File: src/rtl/uart_serdbg_monitor.sv
// UART link-health monitor for NCHAN 8N1 lines.
// A fractional accumulator makes a 16x oversample tick. Each line is
// synchronised, decoded by its own FSM, and keeps saturating byte and
// framing-error counters. A registered read-select port exposes one
// channel's counters and last good byte.
//
// Ports:
//   clk_i, rst_i      clock, asynchronous active-high reset
//   rx_i              raw UART lines (asynchronous to clk_i)
//   clr_counts_i      one-cycle pulse clearing all counters
//   byte_valid_o      per-channel one-cycle strobe: byte received
//   byte_data_o       per-channel last received byte (8 bits each)
//   rd_sel_i          readback channel select
//   rd_byte_o         last good byte of the selected channel
//   rd_bytes_o        byte count of the selected channel
//   rd_errs_o         framing-error count of the selected channel
//   tick_16x_o        oversample tick
module uart_serdbg_monitor #(
  parameter int unsigned NCHAN    = 5,
  parameter int unsigned ACC_BITS = 10,
  parameter int unsigned TICK_ADD = 82,
  parameter int unsigned CNT_BITS = 16,
  localparam int unsigned SelW    = (NCHAN > 1) ? $clog2(NCHAN) : 1
) (
  input  logic                 clk_i,
  input  logic                 rst_i,
  input  logic [NCHAN-1:0]     rx_i,
  input  logic                 clr_counts_i,
  output logic [NCHAN-1:0]     byte_valid_o,
  output logic [8*NCHAN-1:0]   byte_data_o,
  input  logic [SelW-1:0]      rd_sel_i,
  output logic [7:0]           rd_byte_o,
  output logic [CNT_BITS-1:0]  rd_bytes_o,
  output logic [CNT_BITS-1:0]  rd_errs_o,
  output logic                 tick_16x_o
);

  typedef enum logic [2:0] {StIdle, StStart, StData, StStop, StWaitHi} state_e;

  localparam logic [CNT_BITS-1:0] CntMax = '1;

  // Tick generator: the carry out of the low ACC_BITS bits is the tick.
  logic [ACC_BITS:0] acc_q, acc_d;
  logic              tick;

  assign acc_d      = {1'b0, acc_q[ACC_BITS-1:0]} + (ACC_BITS + 1)'(TICK_ADD);
  assign tick       = acc_q[ACC_BITS];
  assign tick_16x_o = tick;

  always_ff @(posedge clk_i or posedge rst_i) begin
    if (rst_i) acc_q <= '0;
    else       acc_q <= acc_d;
  end

  // 2-FF synchronisers, reset to the idle (high) line level.
  logic [NCHAN-1:0] rx_meta_q, rx_sync_q;

  always_ff @(posedge clk_i or posedge rst_i) begin
    if (rst_i) begin
      rx_meta_q <= '1;
      rx_sync_q <= '1;
    end else begin
      rx_meta_q <= rx_i;
      rx_sync_q <= rx_meta_q;
    end
  end

  logic [7:0]          data_arr  [NCHAN];
  logic [CNT_BITS-1:0] bytes_arr [NCHAN];
  logic [CNT_BITS-1:0] errs_arr  [NCHAN];

  for (genvar g = 0; g < NCHAN; g++) begin : g_chan
    state_e              state_q, state_d;
    logic [3:0]          cnt_q, cnt_d;
    logic [2:0]          bit_q, bit_d;
    logic [7:0]          sr_q, sr_d;
    logic [7:0]          data_q;
    logic                valid_q, err_q;
    logic                got_byte, got_err;
    logic [CNT_BITS-1:0] bytes_q, bytes_d, errs_q, errs_d;
    logic                rx;

    assign rx = rx_sync_q[g];

    always_comb begin
      state_d  = state_q;
      cnt_d    = cnt_q;
      bit_d    = bit_q;
      sr_d     = sr_q;
      got_byte = 1'b0;
      got_err  = 1'b0;
      if (tick) begin
        unique case (state_q)
          StIdle: begin
            if (!rx) begin
              state_d = StStart;
              cnt_d   = '0;
            end
          end
          StStart: begin
            cnt_d = cnt_q + 4'd1;
            // Mid start bit: still low means a real frame, else a glitch.
            if (cnt_q == 4'd7) begin
              if (!rx) begin
                state_d = StData;
                cnt_d   = '0;
                bit_d   = '0;
              end else begin
                state_d = StIdle;
              end
            end
          end
          StData: begin
            cnt_d = cnt_q + 4'd1;
            if (cnt_q == 4'd15) begin
              sr_d  = {rx, sr_q[7:1]};
              bit_d = bit_q + 3'd1;
              if (bit_q == 3'd7) begin
                state_d = StStop;
                cnt_d   = '0;
              end
            end
          end
          StStop: begin
            cnt_d = cnt_q + 4'd1;
            if (cnt_q == 4'd15) begin
              if (rx) begin
                got_byte = 1'b1;
                state_d  = StIdle;
              end else begin
                got_err = 1'b1;
                state_d = StWaitHi;
              end
            end
          end
          StWaitHi: begin
            // A held break stays here, so it counts as one error.
            if (rx) state_d = StIdle;
          end
          default: state_d = StIdle;
        endcase
      end
    end

    // Counters increment the cycle after the strobe so that a clear issued
    // while the strobe is visible coincides with the increment and wins.
    always_comb begin
      bytes_d = bytes_q;
      errs_d  = errs_q;
      if (clr_counts_i) begin
        bytes_d = '0;
        errs_d  = '0;
      end else begin
        if (valid_q && bytes_q != CntMax) bytes_d = bytes_q + 1'b1;
        if (err_q && errs_q != CntMax)    errs_d  = errs_q + 1'b1;
      end
    end

    always_ff @(posedge clk_i or posedge rst_i) begin
      if (rst_i) begin
        state_q <= StIdle;
        cnt_q   <= '0;
        bit_q   <= '0;
        sr_q    <= '0;
        data_q  <= '0;
        valid_q <= 1'b0;
        err_q   <= 1'b0;
        bytes_q <= '0;
        errs_q  <= '0;
      end else begin
        state_q <= state_d;
        cnt_q   <= cnt_d;
        bit_q   <= bit_d;
        sr_q    <= sr_d;
        valid_q <= got_byte;
        err_q   <= got_err;
        bytes_q <= bytes_d;
        errs_q  <= errs_d;
        if (got_byte) data_q <= sr_q;
      end
    end

    assign byte_valid_o[g]       = valid_q;
    assign byte_data_o[8*g +: 8] = data_q;
    assign data_arr[g]           = data_q;
    assign bytes_arr[g]          = bytes_q;
    assign errs_arr[g]           = errs_q;
  end

  // Registered readback; out-of-range selects read as zero.
  logic [7:0]          rd_byte_d;
  logic [CNT_BITS-1:0] rd_bytes_d, rd_errs_d;

  always_comb begin
    rd_byte_d  = '0;
    rd_bytes_d = '0;
    rd_errs_d  = '0;
    if (32'(rd_sel_i) < NCHAN) begin
      rd_byte_d  = data_arr[rd_sel_i];
      rd_bytes_d = bytes_arr[rd_sel_i];
      rd_errs_d  = errs_arr[rd_sel_i];
    end
  end

  always_ff @(posedge clk_i or posedge rst_i) begin
    if (rst_i) begin
      rd_byte_o  <= '0;
      rd_bytes_o <= '0;
      rd_errs_o  <= '0;
    end else begin
      rd_byte_o  <= rd_byte_d;
      rd_bytes_o <= rd_bytes_d;
      rd_errs_o  <= rd_errs_d;
    end
  end

endmodule

File: config.mk
export PLATFORM = sky130hd
export DESIGN_NAME = uart_serdbg_monitor
export DESIGN_NICKNAME = d
export VERILOG_FILES = /design/src/rtl/uart_serdbg_monitor.sv
export SDC_FILE = /design/constraint.sdc
export NUM_CORES = 1
export LEC_CHECK = 0
export ABC_AREA = 1
export ABC_CLOCK_PERIOD_IN_PS = 13880
export CAP_MARGIN = 20
export CORE_MARGIN = 2
export CORE_UTILIZATION = 40
export CTS_CLUSTER_DIAMETER = 150
export DETAILED_ROUTE_END_ITERATION = 6
export GPL_ROUTABILITY_DRIVEN = 0
export PLACE_DENSITY = 0.57
export REMOVE_ABC_BUFFERS = 1
export SYNTH_ARGS = -nofsm -noshare
export SYNTH_HDL_FRONTEND = slang
export SYNTH_SLANG_ARGS = --single-unit
File: constraint.sdc
create_clock -name clk_i -period 13.88 [get_ports clk_i]
set_input_delay 2.776 -clock clk_i [delete_from_list [all_inputs] [get_ports clk_i]]
set_output_delay 2.776 -clock clk_i [all_outputs]
set_load 0.05 [all_outputs]
==> results.json <==
{
  "synth_edf_count": 0,
  "path_clk_slew_ns": 0.06,
  "ys_warn_count": 0,
  "worst-path-buf-inv": 4,
  "arrival_ns": 5.77,
  "met1_usage_pct": 30.0,
  "setup_viol": 0,
  "yosysTopAreaCell": "dfrtp_1",
  "grt_pass1_wl_mm": 88.1,
  "n_fill_cell": 4851,
  "start_util_pct": 40.4,
  "clk_latency_ns": 0.58,
  "status": "completed",
  "totalNegativeSetupSlack_ns": 0,
  "met3_usage_pct": 2.99,
  "grt_overflow": 0,
  "htree_levels": 2,
  "p_per_area_nw_per_um2": 107,
  "worst_slew_pin_slew_ns": 0.957,
  "rows": 81,
  "synth_top_area_share_pct": 44.4,
  "dr.pass1.iters": 6,
  "grt_pass1_vias": 16800,
  "synthTopCellsByArea": "dfrtp_1 44%, nand2_1 17%, nor2_1 5.0%",
  "synthFlopType": "dfrtp_1",
  "fin_area_um2": 22600,
  "drive_gt1_share_pct": 6.47,
  "io-pin-count": 97,
  "core_area_um2": 48700,
  "cts_root_buffer": "clkbuf_16",
  "cts_setup_buffers": 0,
  "cp_slowest_cell": "buf_4",
  "hp-class": "reg2reg",
  "rsz0062_at_grt": "no",
  "clkSinkCount": 360,
  "cts_resized": 0,
  "final_max_slew_viol_count": 0,
  "clock_skew_ns": 0.0158,
  "max_slew_margin_pct": 36.2,
  "hold_slack_ns": 0.351,
  "cts_hold_buf": 0,
  "ys_ff_latch": 360,
  "routed_wl_mm": 53.7,
  "cp-start-kind": "input pin",
  "placed_cell_area_um2": 21100,
  "synthTopCellsByCount": "880 x nand2_1, 350 x dfrtp_1, 260 x nor2_1",
  "dpl.hpwl_mm": 37.6,
  "die_y_um": 226,
  "dieArea_um2": 51100,
  "layout_setup_ws_ns": 8.68,
  "max_stage_delay_ns": 0.84,
  "seq_area_frac_synth_pct": 45.8,
  "max_freq_ghz": 0.192,
  "rr_worst_depth": 5,
  "path_max_fanout": 166,
  "grt_antenna_before_repair": 0,
  "maxCapViolations": 0,
  "syn_area_per_cell_um2": 7.38,
  "dr_total_vias": 17500,
  "diodes": 0,
  "syn2layout_area_growth_pct": 14.8,
  "nNetsFinal": 2769,
  "cp-end-kind": "asynchronous set/reset pin",
  "required_ns": 14.45,
  "dp_slack_ns": 7.99,
  "whs_path_depth": 0,
  "grt-busiest-layer": "met2",
  "cts_buffers": 43,
  "dieWidth_um": 226,
  "ys_types": 34,
  "hold_violations": 0,
  "viasPerCell": 5.10,
  "worstPathCellList": "clkdlybuf4s50_1, inv_8, buf_12, buf_4",
  "grt_usage_pct": 21.5,
  "synth_area_um2": 19700,
  "cts_tree": "done",
  "crit_type": "in2async",
  "use_met2_pct": 34.4,
  "irDropWorstVdd_v": 0.0000955,
  "period_share_pct": 37.5,
  "async_flop_share_pct": 100,
  "power.leakage_uw": 0.0104,
  "layout_min_cycle_time_ns": 5.20,
  "yosysMostFrequentCell": "nand2_1",
  "cp.depth": 4,
  "drt_iter0_drc": 1274,
  "ant_nets": 0,
  "route.detailed.wl_per_inst_um": 15.7,
  "portBuffers": 96,
  "grt_max_degree": 167,
  "critPathTopFamily": "buffers and inverters",
  "max-clock-path-buffers": 3,
  "syn_inst": 2671,
  "drc_errors": 0
}
==> final timing paths <==
kind,from,end,slack [ns]
min reg2reg,rx_meta_q[3]$_DFF_PP1_,rx_sync_q[3]$_DFF_PP1_,0.35
max reg2reg,acc_q[10]$_DFF_PP0_,g_chan[3].sr_q[2]$_DFFE_PP0P_,11.77
max in group clk_i,acc_q[10]$_DFF_PP0_,tick_16x_o,8.91
min,rx_meta_q[3]$_DFF_PP1_,rx_sync_q[3]$_DFF_PP1_,0.35
max,rst_i,g_chan[0].bytes_q[11]$_DFFE_PP0P_,8.68
min in group asynchronous,rst_i,g_chan[4].bytes_q[11]$_DFFE_PP0P_,2.76
==> metal layers <==
layer,wire length (um),part of all wire [%]
met2,24500,46
met5,0,0
met3,2640,4.9
met4,1390,2.6
met1,25200,47
==> area by class of cell <==
class                      count  area [um^2]  area share [%]
tap                          664          831            3.67
clock buffer                  61         1220            5.41
timing repair buffer         106         1050            4.64
inverter                     260          986            4.36
sequential                   360         9020            39.9
clock inverter                18          254            1.12
multi-input combinational   1961         9270            40.9
==> worst reg2reg max path, cell delays in order, from the launching register on <==
cell and delay, ns:
dfrtp_1 0.69, inv_2 0.26, nor2_1 0.27, nand2_1 0.45, nand2_1 0.23, o21ai_2 0.07
==> cell families after synthesis <==
family                   count (synthesis)  synth area share, %
flip-flops                             360                 45.8
XOR/XNOR                                45                 2.00
buffers and inverters                  350                 7.24
AO/OA/AOI/OAI                          366                 9.89
AND/OR/NAND/NOR                       1524                 33.5
adder cells (fa/ha/maj)                 26                 1.65
==> sequential cells by signal, indices dropped and copies added (netlist names) <==
| name | flops |
|---|---|
| g_chan.errs_q | 80 |
| g_chan.state_q | 15 |
| g_chan.bytes_q | 80 |
| g_chan.bit_q | 15 |
| g_chan.sr_q | 40 |
| rd_bytes_o | 16 |
| g_chan.cnt_q | 20 |
| g_chan.err_q | 5 |
| g_chan.data_q | 40 |
| g_chan.valid_q | 5 |
| rd_errs_o | 16 |
| rx_sync_q | 5 |
| acc_q | 10 |
| rx_meta_q | 5 |
| rd_byte_o | 8 |
==> cell usage in the layout, fill, tap and decap left out, types with 2 or more instances in the layout <==
cell type,synthesis,layout
dfstp_2,10,10
or2_2,14,14
inv_2,6,6
clkbuf_8,0,8
o21ai_2,15,15
inv_16,0,2
bufinv_16,0,5
inv_1,253,252
o22a_1,2,2
nand2_2,7,7
clkinvlp_4,0,2
nor2_1,260,260
buf_2,18,3
xor2_1,45,45
nor3_1,12,12
nand4_1,144,144
buf_4,12,9
dfrtp_1,350,350
nor2_8,2,2
ha_1,26,26
nand3_1,158,158
nor2_2,21,21
nand3_2,3,3
nor2_4,15,15
o21bai_1,19,19
nand3b_1,6,6
nand2_1,880,880
o21ai_1,19,19
clkbuf_16,0,43
a21oi_1,130,130
o21ai_0,179,179
clkdlybuf4s50_1,0,92
clkinv_2,0,8
clkbuf_1,44,10
==> stage by stage <==
stage          instances  utilization (%)  total power (uW)
2_1_floorplan       2581                -              1180
3_3_place_gp        3350             43.3              1240
3_5_place_dp        3350             43.3              1240
4_1_cts             3429             46.4              2440
5_1_grt             3430             46.4              2510
6_report            3430             46.4              2410
==> power breakdown <==
part | total (uW) | switching [uW] | internal (uW)
Combinational | 151 | 115 | 36.1
Sequential | 1070 | 11.3 | 1060
Clock | 1190 | 473 | 713
Note: power is estimated with default switching activity, not from simulation.
